### src/rtl/multicycle_pkg.sv
// Shared constants for the multicycle control FSM.
// Holds state codes, opcodes, mux encodings and the control bundle.
package multicycle_pkg;

    localparam logic [3:0] S_FETCH  = 4'd0;
    localparam logic [3:0] S_DECODE = 4'd1;
    localparam logic [3:0] S_MEMADR = 4'd2;
    localparam logic [3:0] S_MEMRD  = 4'd3;
    localparam logic [3:0] S_MEMWB  = 4'd4;
    localparam logic [3:0] S_MEMWR  = 4'd5;
    localparam logic [3:0] S_EXEC   = 4'd6;
    localparam logic [3:0] S_ALUWB  = 4'd7;
    localparam logic [3:0] S_IMMEX  = 4'd8;
    localparam logic [3:0] S_IMMWB  = 4'd9;
    localparam logic [3:0] S_BRANCH = 4'd10;
    localparam logic [3:0] S_JUMP   = 4'd11;
    localparam logic [3:0] S_JAL    = 4'd12;
    localparam logic [3:0] S_JR     = 4'd13;

    localparam logic [5:0] OP_RTYPE = 6'b000000;
    localparam logic [5:0] OP_LW    = 6'b000001;
    localparam logic [5:0] OP_SW    = 6'b000010;
    localparam logic [5:0] OP_ADDI  = 6'b000011;
    localparam logic [5:0] OP_SUBI  = 6'b000100;
    localparam logic [5:0] OP_BEQ   = 6'b000101;
    localparam logic [5:0] OP_J     = 6'b000111;
    localparam logic [5:0] OP_JAL   = 6'b001000;
    localparam logic [5:0] FN_JR    = 6'b001000;

    localparam logic [1:0] ALU_ADD = 2'b00;
    localparam logic [1:0] ALU_SUB = 2'b01;
    localparam logic [1:0] ALU_FN  = 2'b10;

    localparam logic [1:0] PC_ALU    = 2'b00;
    localparam logic [1:0] PC_ALUOUT = 2'b01;
    localparam logic [1:0] PC_JUMP   = 2'b10;
    localparam logic [1:0] PC_REGA   = 2'b11;

    localparam logic [1:0] SRCB_B    = 2'b00;
    localparam logic [1:0] SRCB_4    = 2'b01;
    localparam logic [1:0] SRCB_IMM  = 2'b10;
    localparam logic [1:0] SRCB_IMM4 = 2'b11;

    localparam logic [1:0] RD_RT  = 2'b00;
    localparam logic [1:0] RD_RD  = 2'b01;
    localparam logic [1:0] RD_R31 = 2'b10;

    localparam logic [1:0] M2R_ALU = 2'b00;
    localparam logic [1:0] M2R_MEM = 2'b01;
    localparam logic [1:0] M2R_PC  = 2'b10;

    typedef struct packed {
        logic       mem_req;
        logic       memwrite;
        logic       iord;
        logic       irwrite;
        logic       pcwrite;
        logic       branch;
        logic [1:0] pcsrc;
        logic       alusrca;
        logic [1:0] alusrcb;
        logic [1:0] aluop;
        logic [1:0] regdst;
        logic [1:0] memtoreg;
        logic       regwrite;
        logic       illegal;
    } ctrl_t;

    function automatic logic op_legal(input logic [5:0] op);
        case (op)
            OP_RTYPE, OP_LW, OP_SW, OP_ADDI,
            OP_SUBI, OP_BEQ, OP_J, OP_JAL: op_legal = 1'b1;
            default:                       op_legal = 1'b0;
        endcase
    endfunction

endpackage

### src/rtl/multicycle_outdec.sv
// Moore output decoder: state (plus op/mem_ready qualifiers) to controls.
// Unused state codes fall through to an all-zero bundle.
module multicycle_outdec
    import multicycle_pkg::*;
#(
    parameter int OP_W = 6
) (
    input  logic [3:0]      state,
    input  logic [OP_W-1:0] op,
    input  logic            mem_ready,
    output ctrl_t           ctrl
);

    always_comb begin
        ctrl = '0;
        case (state)
            S_FETCH: begin
                ctrl.mem_req = 1'b1;
                ctrl.alusrcb = SRCB_4;
                ctrl.irwrite = mem_ready;
                ctrl.pcwrite = mem_ready;
            end
            S_DECODE: begin
                ctrl.alusrcb = SRCB_IMM4;
                ctrl.illegal = ~op_legal(op);
            end
            S_MEMADR: begin
                ctrl.alusrca = 1'b1;
                ctrl.alusrcb = SRCB_IMM;
            end
            S_MEMRD: begin
                ctrl.mem_req = 1'b1;
                ctrl.iord    = 1'b1;
            end
            S_MEMWB: begin
                ctrl.memtoreg = M2R_MEM;
                ctrl.regwrite = 1'b1;
            end
            S_MEMWR: begin
                ctrl.mem_req  = 1'b1;
                ctrl.memwrite = 1'b1;
                ctrl.iord     = 1'b1;
            end
            S_EXEC: begin
                ctrl.alusrca = 1'b1;
                ctrl.alusrcb = SRCB_B;
                ctrl.aluop   = ALU_FN;
            end
            S_ALUWB: begin
                ctrl.regdst   = RD_RD;
                ctrl.regwrite = 1'b1;
            end
            S_IMMEX: begin
                ctrl.alusrca = 1'b1;
                ctrl.alusrcb = SRCB_IMM;
                ctrl.aluop   = (op == OP_SUBI) ? ALU_SUB : ALU_ADD;
            end
            S_IMMWB: begin
                ctrl.regdst   = RD_RT;
                ctrl.regwrite = 1'b1;
            end
            S_BRANCH: begin
                ctrl.alusrca = 1'b1;
                ctrl.aluop   = ALU_SUB;
                ctrl.branch  = 1'b1;
                ctrl.pcsrc   = PC_ALUOUT;
            end
            S_JUMP: begin
                ctrl.pcwrite = 1'b1;
                ctrl.pcsrc   = PC_JUMP;
            end
            S_JAL: begin
                ctrl.pcwrite  = 1'b1;
                ctrl.pcsrc    = PC_JUMP;
                ctrl.regdst   = RD_R31;
                ctrl.memtoreg = M2R_PC;
                ctrl.regwrite = 1'b1;
            end
            S_JR: begin
                ctrl.pcwrite = 1'b1;
                ctrl.pcsrc   = PC_REGA;
            end
            default: ctrl = '0;
        endcase
    end

endmodule

### src/rtl/multicycle_ctrl.sv
// Multicycle Moore control FSM with memory stall and retired-instr counter.
// Controls are gated to zero while rst_n is low.
module multicycle_ctrl
    import multicycle_pkg::*;
#(
    parameter int OP_W    = 6,
    parameter int FUNCT_W = 6,
    parameter int CNT_W   = 32
) (
    input  logic               clk,
    input  logic               rst_n,
    input  logic [OP_W-1:0]    op,
    input  logic [FUNCT_W-1:0] funct,
    input  logic               zero,
    input  logic               mem_ready,
    output logic               mem_req,
    output logic               memwrite,
    output logic               iord,
    output logic               irwrite,
    output logic               pcwrite,
    output logic               branch,
    output logic [1:0]         pcsrc,
    output logic               alusrca,
    output logic [1:0]         alusrcb,
    output logic [1:0]         aluop,
    output logic [1:0]         regdst,
    output logic [1:0]         memtoreg,
    output logic               regwrite,
    output logic               illegal,
    output logic [CNT_W-1:0]   instret,
    output logic [3:0]         state_o
);

    logic [3:0]       state_q, state_d;
    logic [CNT_W-1:0] instret_q, instret_d;
    logic             retire;
    ctrl_t            ctrl, ctrl_g;
    logic             unused_zero;

    // zero is consumed by the datapath's pcen, not by sequencing
    assign unused_zero = zero;

    always_comb begin
        state_d = S_FETCH;
        retire  = 1'b0;
        case (state_q)
            S_FETCH:  state_d = mem_ready ? S_DECODE : S_FETCH;
            S_DECODE: begin
                case (op)
                    OP_LW, OP_SW:     state_d = S_MEMADR;
                    OP_RTYPE:         state_d = (funct == FN_JR) ? S_JR
                                                                 : S_EXEC;
                    OP_ADDI, OP_SUBI: state_d = S_IMMEX;
                    OP_BEQ:           state_d = S_BRANCH;
                    OP_J:             state_d = S_JUMP;
                    OP_JAL:           state_d = S_JAL;
                    default:          state_d = S_FETCH;
                endcase
            end
            S_MEMADR: state_d = (op == OP_SW) ? S_MEMWR : S_MEMRD;
            S_MEMRD:  state_d = mem_ready ? S_MEMWB : S_MEMRD;
            S_MEMWR: begin
                state_d = mem_ready ? S_FETCH : S_MEMWR;
                retire  = mem_ready;
            end
            S_EXEC:   state_d = S_ALUWB;
            S_IMMEX:  state_d = S_IMMWB;
            S_MEMWB, S_ALUWB, S_IMMWB,
            S_BRANCH, S_JUMP, S_JAL, S_JR: begin
                state_d = S_FETCH;
                retire  = 1'b1;
            end
            default:  state_d = S_FETCH;
        endcase
        instret_d = instret_q + CNT_W'(retire);
    end

    always_ff @(posedge clk) begin
        if (!rst_n) begin
            state_q   <= S_FETCH;
            instret_q <= '0;
        end else begin
            state_q   <= state_d;
            instret_q <= instret_d;
        end
    end

    multicycle_outdec #(.OP_W(OP_W)) u_outdec (
        .state     (state_q),
        .op        (op),
        .mem_ready (mem_ready),
        .ctrl      (ctrl)
    );

    assign ctrl_g   = rst_n ? ctrl : '0;
    assign state_o  = rst_n ? state_q : S_FETCH;
    assign instret  = instret_q;

    assign mem_req  = ctrl_g.mem_req;
    assign memwrite = ctrl_g.memwrite;
    assign iord     = ctrl_g.iord;
    assign irwrite  = ctrl_g.irwrite;
    assign pcwrite  = ctrl_g.pcwrite;
    assign branch   = ctrl_g.branch;
    assign pcsrc    = ctrl_g.pcsrc;
    assign alusrca  = ctrl_g.alusrca;
    assign alusrcb  = ctrl_g.alusrcb;
    assign aluop    = ctrl_g.aluop;
    assign regdst   = ctrl_g.regdst;
    assign memtoreg = ctrl_g.memtoreg;
    assign regwrite = ctrl_g.regwrite;
    assign illegal  = ctrl_g.illegal;

endmodule

### config.mk
export PLATFORM = sky130hd
export DESIGN_NAME = multicycle_ctrl
export DESIGN_NICKNAME = d
export VERILOG_FILES = /design/src/rtl/multicycle_pkg.sv /design/src/rtl/multicycle_outdec.sv /design/src/rtl/multicycle_ctrl.sv
export SDC_FILE = /design/constraint.sdc
export NUM_CORES = 1
export LEC_CHECK = 0
export ABC_AREA = 1
export CAP_MARGIN = 15
export CORE_UTILIZATION = 41
export DETAILED_ROUTE_END_ITERATION = 12
export PLACE_DENSITY = 0.71
export SLEW_MARGIN = 30
export SYNTH_ARGS = -nofsm -noshare
export SYNTH_HDL_FRONTEND = slang
export SYNTH_SLANG_ARGS = --single-unit
### constraint.sdc
create_clock -name clk -period 3 [get_ports clk]
set_input_delay 0.6 -clock clk [delete_from_list [all_inputs] [get_ports clk]]
set_output_delay 0.6 -clock clk [all_outputs]
set_load 0.02 [all_outputs]
After elaboration in Yosys (flattened, before gate mapping)
Memories as Yosys holds them, arrays and structs flattened.
Cells that the tools add are included.
- add/sub/neg operators: 1
- equal/unequal tests: 21
- muxes and demuxes: 27
- bitwise operators: 1
- reduce and logical (&&, ||, !) cells: 13
- operators with widths (kind ; number):
    $add A32 B1 Y32 ; 1
    $pmux W4 S7 ; 1
    $eq A4 B4 Y1 const B ; 6
    $pmux W4 S6 ; 1
    $mux W19 ; 1
    $eq A6 B3 Y1 const B ; 3
    $pmux W2 S3 ; 3
    $eq A4 B3 Y1 const B ; 4
    $eq A6 B2 Y1 const B ; 2
    $eq A6 B4 Y1 const B ; 2
    $mux W1 ; 12
    $reduce_or A2 Y1 ; 5
    $mux W3 ; 3
    $eq A4 B2 Y1 const B ; 2
    $mux W4 ; 2
    $pmux W2 S2 ; 2
    $reduce_or A4 Y1 ; 2
    $reduce_or A7 Y1 ; 1
    $eq A6 B1 Y1 const B ; 1
    $logic_not A6 Y1 ; 1
    $reduce_or A3 Y1 ; 2
    $eq A4 B1 Y1 const B ; 1
    $logic_not A4 Y1 ; 1
    $pmux W1 S2 ; 2
    2 further kinds ; 2
- register bits after elaboration: 36
- ROM bits: 16
- input port bits: 16
- output and inout bits: 55
- word-level logic and storage cells: 66
- memories: 1
- memory list (name ; words ; bits a word ; rd ports ; clocked after Yosys merged registers in ; write ports ; line ; RTL):
    (name not given) ; 16 ; 1 ; 1 ; 0 ; 0 ; multicycle_pkg.sv:70 ; case (op)

Longest topological paths before layout
- word-level depth: 6
- mapped depth: 17

By module
From an unflattened synthesis, not the netlist that was laid out.
- cells, all modules: 446
- area, all modules: 2595.0 um2
- by module, submodules not included (module ; times used ; cells an instance ; area an instance (um2)):
    multicycle_ctrl ; 1 ; 388 ; 2336.0
    multicycle_outdec ; 1 ; 58 ; 259.0

Worst setup path after synthesis
Ideal clock, no wire load.
- path type: in2out
- from: in rst_n
- to: out mem_req
- data arrival time: 1543 ps
- path slack: 857 ps
- cell stages on the path: 4
- path buffers: 0
- path through: inv_1 > nor3_1 > nand2_1 > o21ai_0
- longest elaborated chain between the ends: 1
- ends and longest elaborated chain (item ; line ; RTL):
    from (decl) ; multicycle_ctrl.sv:11 ; input logic rst_n,
    $mux W19 ; multicycle_ctrl.sv:95 ; assign ctrl_g = rst_n ? ctrl : '0;
    to (decl) ; multicycle_ctrl.sv:16 ; output logic mem_req,
Every way passes these cells.

Worst setup path in the final report
Same ends and word-level chain as after synthesis.

==> impl_summary.md <==
Run status
The flow ran to the end, and the final reports show no timing, DRC or antenna violations.

Logic synthesis
The flip-flop and latch count after synthesis is 36. The number of instances in the synthesized netlist is roughly 400. Synthesis instantiated 25 different standard cells from the library. The number of nets in the synthesized netlist is 420.

The cell area that synthesis handed to floorplanning was 2380 sq um. The mean post-synth cell area is 5.93 sq um. During synthesis, Yosys emitted a total of 0 warnings.

The fraction of the yosys area taken by sequential cells is 30.2%.

Route
The detailed router's first-iteration violation count is 136. After detailed routing, the number of vias per cell comes to 4.88. The first detailed-routing pass took 4 iterations. The wire length reported by the detailed router is a little over 6 mm. The count of nets left with antenna violations after detail routing is 0.

After detailed routing, the number of remaining DRC violations is 0. After detailed routing, the average wire length per cell comes to ~11 um. The routed layout has around 2700 vias.

Power
The worst-case IR drop observed on VDD is around 0.00021 V. In this run the static leakage power is 1.27 nW. Dividing total power by cell area gives a power density of 284 nW/um^2.

STA
The max-slew violation total from the final report is 0. Setup total negative slack on the finished layout was measured at 0 ns. For this run, the top clock speed supported by timing is 0.364 GHz. The remaining max-slew budget at the tightest pin is 79.4%.

Setup repair after global routing left no endpoint under its margin. The setup violation total in the final timing report is 0. Clock skew on the completed layout was measured at 0.0139 ns. The worst path uses 91.5% of the clock period. The minimum period implied by the final worst setup slack is 2.75 ns. The actual slew at the worst max-slew pin is 0.310 ns. The count of final hold-check violations is 0.

Global route
The combined global-route utilization of all metal layers is 21.1%. The via count of the first global-routing pass is 2377. The initial antenna violation count is 0. The largest net degree at the start of global routing is 19.

The global-route wire length before repair is 10.4 mm. The remaining global-route overflow is 0.

Worst setup path
The critical path in this run is classified as primary input to primary output. The highest net fanout along the worst path is 3. The kind of cell adding the most delay to the critical path is buffers and inverters.

Data on the critical path is required at its endpoint by ~2.4 ns. The critical path goes through clkdlybuf4s50_1 -> inv_1 -> nor3_1 -> nand2_1 -> o21ai_0 -> clkdlybuf4s50_1. The startpoint type of the worst setup path is a primary input. For this run, the slowest stage of the critical path takes 0.62 ns. STA puts the critical path data arrival time at 2.15 ns. The most frequent cell on the critical path is sky130_fd_sc_hd__clkdlybuf4s50_1.

The slowest stage of the critical path is the sky130_fd_sc_hd__clkdlybuf4s50_1 cell. STA classifies the critical path endpoint as a primary output. The number of buffers and inverters on the critical path is 3.

Finish
After filler insertion, the fill cell instance count of the layout stands at 561. The area growth from synthesis to layout is 37.7%. At the end of the flow, the number of nets in the layout was just under 500.

Summing all multi-input logic gate instances after layout gives 1470 sq um. The number of antenna diodes in the final layout is 0. The top cell types in the final layout, fill and taps aside, are 119 x sky130_fd_sc_hd__nand2_1, 97 x sky130_fd_sc_hd__nor2_1, 67 x sky130_fd_sc_hd__clkdlybuf4s50_1, 45 x sky130_fd_sc_hd__inv_1, 36 x sky130_fd_sc_hd__dfxtp_1. Cells with a size suffix above 1 make up 6.68% of the layout. The library cell used most frequently in the layout, excluding fill and tap cells, is sky130_fd_sc_hd__nand2_1.

Across the whole layout, storage elements account for 721 sq um. The post-layout instance count excluding filler cells is 551.

Die
The initial core utilization is 43.0%. For this design the top-level I/O count stands at 71. The die height is 78.3 um. The die area is between 6000 and 7000 sq um. The total area inside the core boundary comes to 5540 sq um. The floorplan step set the die width to 78.3 um. In this run the core area contains 27 standard-cell rows.

CTS
The TritonCTS sink count is 36. In this run the post-CTS setup repair buffer count came out at 0. The tree is rooted in a sky130_fd_sc_hd__clkbuf_8.

The number of buffers created by CTS is 5. The clock latency on the worst-skew pair is slightly below 0.3 ns. The number of H-tree branching levels is 2. TritonCTS built the clock tree. The maximum count of clock buffers along a single path is 2. After clock tree synthesis, the clock-pin slew on the worst setup and hold paths is roughly 0.070 ns.

Place
The count of buffers added on input and output ports is 69. The wire-length estimate of the detail-placed layout is 5.08 mm. The final weighted congestion of routability-driven global placement is 0.927. After detailed placement, the design holds a cell count of ~540.

Job
Max-cap violations in this run came to 0.

Hold path
In this run the worst hold path is classified as flop to flop.
## final timing paths
kind	start	end	slack (ns)	cells after the start
min	instret[31]$_SDFF_PN0_	instret[31]$_SDFF_PN0_	0.48	2
max	rst_n	mem_req	0.25	6
min reg2reg	instret[31]$_SDFF_PN0_	instret[31]$_SDFF_PN0_	0.48	2
max reg2reg	state_q[3]$_SDFF_PN0_	instret[24]$_SDFF_PN0_	0.48	15
## state kept, by name, summed over array words and instances, names as in the netlist
name / flops
state_q: 4
instret: 32
## cell type report
type / count / share of cell area (%)
Timing Repair Buffer: 75 / 22.4
Sequential cell: 36 / 22.0
Clock buffer: 7 / 2.63
Clock inverter: 1 / 0.229
Multi-Input combinational cell: 315 / 44.9
Inverter: 45 / 5.14
Tap cell: 72 / 2.74
## Yosys cell counts
cell	count	area [sq um]
sky130_fd_sc_hd__nor2_2	3	18.8
sky130_fd_sc_hd__nand3_1	19	95.1
sky130_fd_sc_hd__nor3_1	5	25.0
sky130_fd_sc_hd__nand2_1	119	447
sky130_fd_sc_hd__nand3_4	1	17.5
sky130_fd_sc_hd__a21oi_1	23	115
sky130_fd_sc_hd__clkbuf_1	6	22.5
sky130_fd_sc_hd__o32ai_1	1	8.76
sky130_fd_sc_hd__xor2_1	2	17.5
sky130_fd_sc_hd__o2111ai_1	1	8.76
sky130_fd_sc_hd__nor2_1	97	364
sky130_fd_sc_hd__o21a_1	3	22.5
sky130_fd_sc_hd__xnor2_1	4	35.0
sky130_fd_sc_hd__nand2_4	2	22.5
sky130_fd_sc_hd__nor2_4	5	56.3
sky130_fd_sc_hd__inv_1	45	169
sky130_fd_sc_hd__nand2_2	4	25.0
sky130_fd_sc_hd__or2_2	2	12.5
sky130_fd_sc_hd__nand3b_1	10	75.1
sky130_fd_sc_hd__ha_1	2	25.0
sky130_fd_sc_hd__dfxtp_1	36	721
sky130_fd_sc_hd__o21ai_0	9	45.0
sky130_fd_sc_hd__nand4_1	1	6.26
sky130_fd_sc_hd__nand3_2	1	10.0
sky130_fd_sc_hd__nor2_8	1	20.0
## power breakdown
group / total, mW / internal (mW) / leakage (nW) / switching [mW]
Sequential: 0.482 / 0.479 / 0.290 / 0.00260
Combinational: 0.0944 / 0.0443 / 0.933 / 0.0501
Clock: 0.357 / 0.187 / 0.0445 / 0.170
Total: 0.933 / 0.710 / 1.27 / 0.223
## layer usage
layer	up-vias	part of all wire (%)	GRT usage [%]
li1	1402	-	-
met5	-	0	0
met2	81	47	36.8
met4	0	1.7	5.37
met1	1194	47	26.7
met3	11	4.8	3.72
## timing repair
action,4_1_cts,5_1_grt
hold buffers,0,0
setup endpoints to repair,1,1
cloned,0,0
resized for setup,1,1
endpoints found under the hold margin,0,0
## worst reg2reg max path, stage by stage (launching register included)
cell and delay, ns:
sky130_fd_sc_hd__dfxtp_1 0.36, sky130_fd_sc_hd__inv_1 0.09, sky130_fd_sc_hd__nor2_1 0.24, sky130_fd_sc_hd__inv_1 0.08, sky130_fd_sc_hd__nor2_1 0.13, sky130_fd_sc_hd__inv_1 0.11
sky130_fd_sc_hd__o2111ai_1 0.15, sky130_fd_sc_hd__ha_1 0.22, sky130_fd_sc_hd__ha_1 0.26, sky130_fd_sc_hd__nand2_1 0.11, sky130_fd_sc_hd__nor2_1 0.18, sky130_fd_sc_hd__nand3_1 0.16
sky130_fd_sc_hd__nor2_1 0.19, sky130_fd_sc_hd__nand2_1 0.07, sky130_fd_sc_hd__nand2_1 0.06, sky130_fd_sc_hd__nor2_1 0.04
## kinds of logic after synthesis
logic type | after synthesis | synth area share, %
AND/OR/NAND/NOR | 270 | 50.1
AO/OA/AOI/OAI | 37 | 8.39
XOR/XNOR | 6 | 2.20
buffers and inverters | 51 | 8.03
adder cells (fa/ha/maj) | 2 | 1.05
flip-flops | 36 | 30.2
## through the flow
step / hold WS [ns] / setup WS, ns / cell area, sq um / power (mW) / utilization [%]
after floorplan: 0.543 / 0.857 / 2380 / 0.540 / -
after global placement: 0.456 / 0.0525 / 3190 / 0.587 / 57.5
after detailed placement: 0.477 / 0.00995 / 3190 / 0.587 / 57.5
after CTS: 0.489 / 0.0963 / 3280 / 0.944 / 59.2
after global routing: 0.496 / 0.153 / 3280 / 0.979 / 59.3
final: 0.482 / 0.255 / 3280 / 0.933 / 59.3
Power figures use the tool's default switching activity.
